`src/rtl/latch_edge_monitor.sv`:
```
// -----------------------------------------------------------------------------
// latch_edge_monitor
//
// Purpose:
//   Brings the output of a level-sensitive D-latch into the clk domain and
//   turns it into clean, glitch-free information for downstream sequential
//   logic. The path is: synchroniser chain -> persistence filter -> edge
//   detector / saturating transition counter. The latch output is treated as
//   fully asynchronous to clk.
//
// Parameters:
//   SYNC_STAGES : number of synchroniser flops (2 or more)
//   FILTER_LEN  : clk cycles a new synchronised level must persist before it
//                 is accepted onto q_sync (1 or more)
//   CNT_W       : width of the accepted-transition counter
//
// Ports:
//   clk       in   system clock, all state updates on the rising edge
//   reset     in   synchronous, active-high; dominates every other input
//   data_in   in   latch output q, asynchronous to clk
//   clear_cnt in   synchronous clear of edge_cnt / cnt_sat
//   q_sync    out  filtered, synchronised level
//   rise      out  one-cycle pulse in the first cycle q_sync shows 1
//   fall      out  one-cycle pulse in the first cycle q_sync shows 0
//   edge_cnt  out  saturating count of accepted transitions
//   cnt_sat   out  high while edge_cnt is at its maximum value
// -----------------------------------------------------------------------------
module latch_edge_monitor #(
  parameter int SYNC_STAGES = 2,
  parameter int FILTER_LEN  = 3,
  parameter int CNT_W       = 4
) (
  input  logic             clk,
  input  logic             reset,
  input  logic             data_in,
  input  logic             clear_cnt,
  output logic             q_sync,
  output logic             rise,
  output logic             fall,
  output logic [CNT_W-1:0] edge_cnt,
  output logic             cnt_sat
);

  // Filter counter only has to reach FILTER_LEN-1; keep at least one bit so
  // the FILTER_LEN=1 configuration still elaborates cleanly.
  localparam int               FC_W    = (FILTER_LEN > 1) ? $clog2(FILTER_LEN) : 1;
  localparam logic [FC_W-1:0]  FC_LAST = FC_W'(FILTER_LEN - 1);
  localparam logic [CNT_W-1:0] CNT_MAX = {CNT_W{1'b1}};

  typedef enum logic [0:0] {
    ST_STABLE  = 1'b0,
    ST_PENDING = 1'b1
  } state_t;

  // synchroniser
  logic [SYNC_STAGES-1:0] sync_r;
  logic                   sync_out_s;

  // filter FSM
  state_t                 state_r;
  state_t                 state_nxt_s;
  logic [FC_W-1:0]        fcnt_r;
  logic [FC_W-1:0]        fcnt_nxt_s;
  logic                   mismatch_s;
  logic                   accept_s;

  // registered outputs and their next values
  logic                   q_sync_r;
  logic                   q_sync_nxt_s;
  logic                   rise_r;
  logic                   rise_nxt_s;
  logic                   fall_r;
  logic                   fall_nxt_s;
  logic [CNT_W-1:0]       edge_cnt_r;
  logic [CNT_W-1:0]       edge_cnt_nxt_s;
  logic [CNT_W-1:0]       cnt_base_s;
  logic                   cnt_sat_r;
  logic                   cnt_sat_nxt_s;

  // Synchroniser: plain shift chain, nothing between stages so every flop
  // gets a full clock period to resolve metastability.
  always_ff @(posedge clk) begin
    if (reset) begin
      sync_r <= {SYNC_STAGES{1'b0}};
    end else begin
      sync_r <= {sync_r[SYNC_STAGES-2:0], data_in};
    end
  end

  assign sync_out_s = sync_r[SYNC_STAGES-1];

  // A mismatch is accepted only on the cycle the counter has already seen
  // FILTER_LEN-1 earlier mismatching cycles, i.e. the FILTER_LEN-th in a row.
  assign mismatch_s = (sync_out_s != q_sync_r);
  assign accept_s   = mismatch_s && (fcnt_r == FC_LAST);

  // Filter FSM state register.
  always_ff @(posedge clk) begin
    if (reset) begin
      state_r <= ST_STABLE;
      fcnt_r  <= {FC_W{1'b0}};
    end else begin
      state_r <= state_nxt_s;
      fcnt_r  <= fcnt_nxt_s;
    end
  end

  // Filter FSM next-state logic. Both states react identically to the
  // synchronised input; the state records whether a candidate level is
  // being timed. Any match discards the partial count, so a glitch shorter
  // than FILTER_LEN synchronised cycles leaves no trace.
  always_comb begin
    state_nxt_s = ST_STABLE;
    fcnt_nxt_s  = {FC_W{1'b0}};
    case (state_r)
      ST_STABLE, ST_PENDING: begin
        if (!mismatch_s) begin
          state_nxt_s = ST_STABLE;
          fcnt_nxt_s  = {FC_W{1'b0}};
        end else if (accept_s) begin
          state_nxt_s = ST_STABLE;
          fcnt_nxt_s  = {FC_W{1'b0}};
        end else begin
          state_nxt_s = ST_PENDING;
          fcnt_nxt_s  = fcnt_r + FC_W'(1);
        end
      end
      default: begin
        state_nxt_s = ST_STABLE;
        fcnt_nxt_s  = {FC_W{1'b0}};
      end
    endcase
  end

  // Output logic: next values for q_sync, the edge pulses and the counter.
  // Pulses are derived from the pre-toggle q_sync so they land in the same
  // cycle the new level first appears. Clear is applied before the
  // increment, so a clear coinciding with a toggle leaves a count of one.
  always_comb begin
    q_sync_nxt_s = q_sync_r ^ accept_s;
    rise_nxt_s   = accept_s & ~q_sync_r;
    fall_nxt_s   = accept_s &  q_sync_r;

    if (clear_cnt) begin
      cnt_base_s = {CNT_W{1'b0}};
    end else begin
      cnt_base_s = edge_cnt_r;
    end

    if (accept_s && (cnt_base_s != CNT_MAX)) begin
      edge_cnt_nxt_s = cnt_base_s + CNT_W'(1);
    end else begin
      edge_cnt_nxt_s = cnt_base_s;
    end

    cnt_sat_nxt_s = (edge_cnt_nxt_s == CNT_MAX);
  end

  // Output registers.
  always_ff @(posedge clk) begin
    if (reset) begin
      q_sync_r   <= 1'b0;
      rise_r     <= 1'b0;
      fall_r     <= 1'b0;
      edge_cnt_r <= {CNT_W{1'b0}};
      cnt_sat_r  <= 1'b0;
    end else begin
      q_sync_r   <= q_sync_nxt_s;
      rise_r     <= rise_nxt_s;
      fall_r     <= fall_nxt_s;
      edge_cnt_r <= edge_cnt_nxt_s;
      cnt_sat_r  <= cnt_sat_nxt_s;
    end
  end

  assign q_sync   = q_sync_r;
  assign rise     = rise_r;
  assign fall     = fall_r;
  assign edge_cnt = edge_cnt_r;
  assign cnt_sat  = cnt_sat_r;

  latch_edge_monitor_chk #(
    .CNT_W (CNT_W)
  ) u_chk (
    .clk      (clk),
    .reset    (reset),
    .q_sync   (q_sync_r),
    .rise     (rise_r),
    .fall     (fall_r),
    .edge_cnt (edge_cnt_r),
    .cnt_sat  (cnt_sat_r)
  );

endmodule

// -----------------------------------------------------------------------------
// latch_edge_monitor_chk
//
// Purpose:
//   Invariants of the monitor's registered outputs, kept apart from the
//   datapath. Contains only properties; has no outputs.
//
// Ports (all inputs): clk, reset, q_sync, rise, fall, edge_cnt, cnt_sat.
// -----------------------------------------------------------------------------
module latch_edge_monitor_chk #(
  parameter int CNT_W = 4
) (
  input logic             clk,
  input logic             reset,
  input logic             q_sync,
  input logic             rise,
  input logic             fall,
  input logic [CNT_W-1:0] edge_cnt,
  input logic             cnt_sat
);

  localparam logic [CNT_W-1:0] CNT_MAX = {CNT_W{1'b1}};

  a_no_rise_and_fall: assert property (@(posedge clk) disable iff (reset)
    !(rise && fall));

  a_rise_shows_high: assert property (@(posedge clk) disable iff (reset)
    rise |-> q_sync);

  a_fall_shows_low: assert property (@(posedge clk) disable iff (reset)
    fall |-> !q_sync);

  a_rise_single_cycle: assert property (@(posedge clk) disable iff (reset)
    rise |=> !rise);

  a_fall_single_cycle: assert property (@(posedge clk) disable iff (reset)
    fall |=> !fall);

  a_sat_matches_count: assert property (@(posedge clk) disable iff (reset)
    cnt_sat == (edge_cnt == CNT_MAX));

endmodule

```
`config.mk`:
```
export PLATFORM = sky130hd
export DESIGN_NAME = latch_edge_monitor
export DESIGN_NICKNAME = d
export VERILOG_FILES = /design/src/rtl/latch_edge_monitor.sv
export SDC_FILE = /design/constraint.sdc
export NUM_CORES = 1
export LEC_CHECK = 0
export BUFFER_PORTS_ARGS = -buffer_cell sky130_fd_sc_hd__buf_2
export CAP_MARGIN = 40
export CORE_UTILIZATION = 35
export CTS_CLUSTER_DIAMETER = 150
export CTS_CLUSTER_SIZE = 8
export DETAILED_ROUTE_END_ITERATION = 16
export GPL_ROUTABILITY_DRIVEN = 0
export PLACE_DENSITY_LB_ADDON = 0.15
export SETUP_SLACK_MARGIN = 0.2
export SLEW_MARGIN = 20
export SYNTH_ARGS = -nofsm -noshare
export SYNTH_HDL_FRONTEND = slang
export SYNTH_SLANG_ARGS = --single-unit
```
`constraint.sdc`:
```
create_clock -name clk -period 1.3 [get_ports clk]
set_input_delay 0.065 -clock clk [delete_from_list [all_inputs] [get_ports clk]]
set_output_delay 0.065 -clock clk [all_outputs]
set_load 0.01 [all_outputs]
```
==> summary.md <==
| Metric | Value |
|---|---|
| Status | finished, violations left |
| Violated checks | setup timing |
| Final hold violations | 0 |
| Die width | 40.1 um |
| Antenna violations before repair | 0 |
| Kind of critical path | flop to flop |
| NetSw | 0.139 mW |
| GRT Total Usage | 18.7% |
| Yosys top cell area share | 47.3% |
| Post-synth EDFFs | 0 |
| Sequential share of the synthesized area | 47.3% |
| Worst hold stages | 2 |
| Final worst slack | -0.00856 ns |
| Sequential power share | 53.3% |
| Max Slew Vio Count | 0 |
| Worst-Skew Late Latency | 0.27 ns |
| Core ar. | 1320 um^2 |
| Worst Path Required | 1.46 ns |
| Sw Ratio | 20.0% |
| Period utilization | 101% |
| Critical Path AT | 1.46 ns |
| Final Util | 61.0% |
| Fraction of layout cells with a size suffix above 1 | 62.3% |
| First-pass GRT wire length | 1860 um |
| # rows | 13 |
| Routed len/inst | 11.9 um |
| Vias per inst | 4.78 |
| Async S/R FF share, synth | 0% |
| Clk root buf | clkbuf_4 |
| Slowest cell on the critical path | dfxtp_2 |
| Worst Skew | 0.000357 ns |
| Ys flop type | dfxtp_1 |
| Max VDD drop | 0.791 mV |
| Routed Antenna Nets | 0 |
| Min-Delay Path Class | input port to flop |
| Synthesized instance count | 51 |
| Largest net degree at the start of global routing | 12 |
| Hold buffers post-CTS | 0 |
| Clock slew at reported path FFs | 0.07 ns |
| Worst setup SP type | flop |
| Layout net count | 84 |
| H-tree depth | 1 |
| CTS tree | built |
| Unrepaired setup endpoints after global routing | true |
| CP cell instances | nand2b_1 -> inv_2 -> ha_4 -> nand4b_1 -> nand3_2 -> buf_6 -> xnor2_2 -> nor2_1 |
| Worst slack, placed | -0.0482 ns |
| Post-Layout Cell Count | 92 |
| Synthesized area | 508 um^2 |
| Clk sinks | 12 |
| Clock share of power | 41.5% |
| Final critical-path required period | 1.31 ns |
| Synth top area cells | dfxtp_1 (47%), mux2i_1 (5.9%), ha_1 (4.9%) |
| Worst stage delay on the critical path | 0.32 ns |
| Placed Cells | 84 |
| Dpl hpwl | 736 um |
| Synth Net Count | 57 |
| Max FO, Critical Path | 4 |
| DRT Wirelength | 1090 um |
| Pwr Density | 867 nW/um^2 |
| Setup-failing EPs final | 3 |
| Die height | 40.1 um |
| Initial Util | 38.6% |
| Worst-case clock buffer depth | 2 |
| Comb pwr share | 5.2% |
| Area leader, netlist | dfxtp_1 |
| Fmax | 764 MHz |
| Global route overflow | 0 |
| Synth top cells by count | dfxtp_1 (12), nand2_1 (4), nor2b_1 (4) |
| Cts bufs inserted | 3 |
| Register bit count reported by yosys | 12 |
| # port buffers | 11 |
| Critical path endpoint category | flop |
| Internal power | 0.557 mW |
| Die area | 1610 um^2 |
| Ys Warns | 0 |
| LEAKAGE | 0.354 nW |
| Distinct cells, synth | 23 |
| FF-to-FF path depth | 8 |
| Vias in the first global route | 423 |
| Routed vias | 440 |
| Slew HR | 85.1% |
| Most common cell in the netlist | dfxtp_1 |
| Initial DRC count | 1 |
| Detailed Routing Iterations Pass 1 | 2 |
| Area growth, synth to finish | 58.1% |
| Synthesized area per cell | 9.96 um^2 |
| Io pins | 12 |
| ANT cells | 0 |
| Max Cap Viol | 0 |
| Slew @ Worst Pin | 0.222 ns |
| Residual DRC | 0 |
## per-layer routing
layer  share of wire [%]  wire (um)  global-route usage (%)
met5                   0          0                       0
met4                   0          0                    7.76
met3                 3.9         43                    10.0
met2                  51        552                    29.8
met1                  45        496                    20.4
## sequential cells by signal, indices dropped and copies added, names as in the netlist, named ones only
register and flops:
cnt_sat 1, rise 1, sync_r 2, fall 1, edge_cnt 4, fcnt_r 2
## cell type report
| type | instances | area [um^2] |
|---|---|---|
| Fill cell | 108 | 514 |
| Sequential cell | 12 | 253 |
| Multi-Input combinational cell | 35 | 332 |
| Inverter | 2 | 7.51 |
| Timing Repair Buffer | 24 | 156 |
| Tap cell | 15 | 18.8 |
| Clock buffer | 4 | 36.3 |
## repair_timing
item                       CTS  global route
resized for setup            8             6
buffers inserted             3             1
setup endpoints to repair    5             8
gates cloned                 0             0
pin swaps                    5             1
## power by group through the flow
stage | logic, mW | registers (mW) | clock network, mW
after floorplan | 0.0128 | 0.382 | 0
after global placement | 0.0305 | 0.382 | 0
after detailed placement | 0.0305 | 0.382 | 0
after CTS | 0.0325 | 0.373 | 0.303
after global routing | 0.0394 | 0.372 | 0.320
final | 0.0359 | 0.371 | 0.289
## final timing paths
check | start | endpoint | slack (ns)
max | edge_cnt[0] | edge_cnt[0] | -0.009
min | data_in | sync_r[0] | 0.01
max reg2reg | edge_cnt[0] | edge_cnt[0] | -0.009
min reg2reg | fcnt_r[0] | fcnt_r[0] | 0.41
## metrics by stage
step | hold slack [ns] | setup TNS [ns] | total power, mW | cell area [um^2]
2_1_floorplan | 0.134 | 0 | 0.395 | 546
3_3_place_gp | 0.278 | -0.0170 | 0.413 | 672
3_5_place_dp | 0.290 | -0.0615 | 0.413 | 672
4_1_cts | 0.000748 | 0 | 0.709 | 772
5_1_grt | 0.0119 | -0.253 | 0.732 | 803
6_report | 0.0101 | -0.0111 | 0.696 | 803
## placed cells by master, fill, tap and decap left out, types with 3 or more instances in the layout
cell / instances
buf_4: 12
buf_2: 11
dfxtp_1: 6
nand2_1: 4
dfxtp_2: 4
mux2i_1: 3
nor2_1: 3
nor2b_1: 3
clkbuf_4: 3
## critical path: cells and delay by family, from the launching register on
family	cells	cell delay, ns
adder cells (fa/ha/maj)	1	0.16
AND/OR/NAND/NOR	4	0.40
XOR/XNOR	1	0.11
flip-flops	1	0.32
buffers and inverters	2	0.21
## cells by family (layout without fill, tap and decap cells)
family                   after synthesis  in the layout  synth area share [%]
multiplexers                           3              3                  5.91
XOR/XNOR                               3              3                  6.65
flip-flops                            12             12                  47.3
adder cells (fa/ha/maj)                2              2                  4.93
buffers and inverters                  4             30                  3.20
AO/OA/AOI/OAI                          3              3                  4.68
AND/OR/NAND/NOR                       24             24                  27.3
Power figures use the tool's default switching activity.
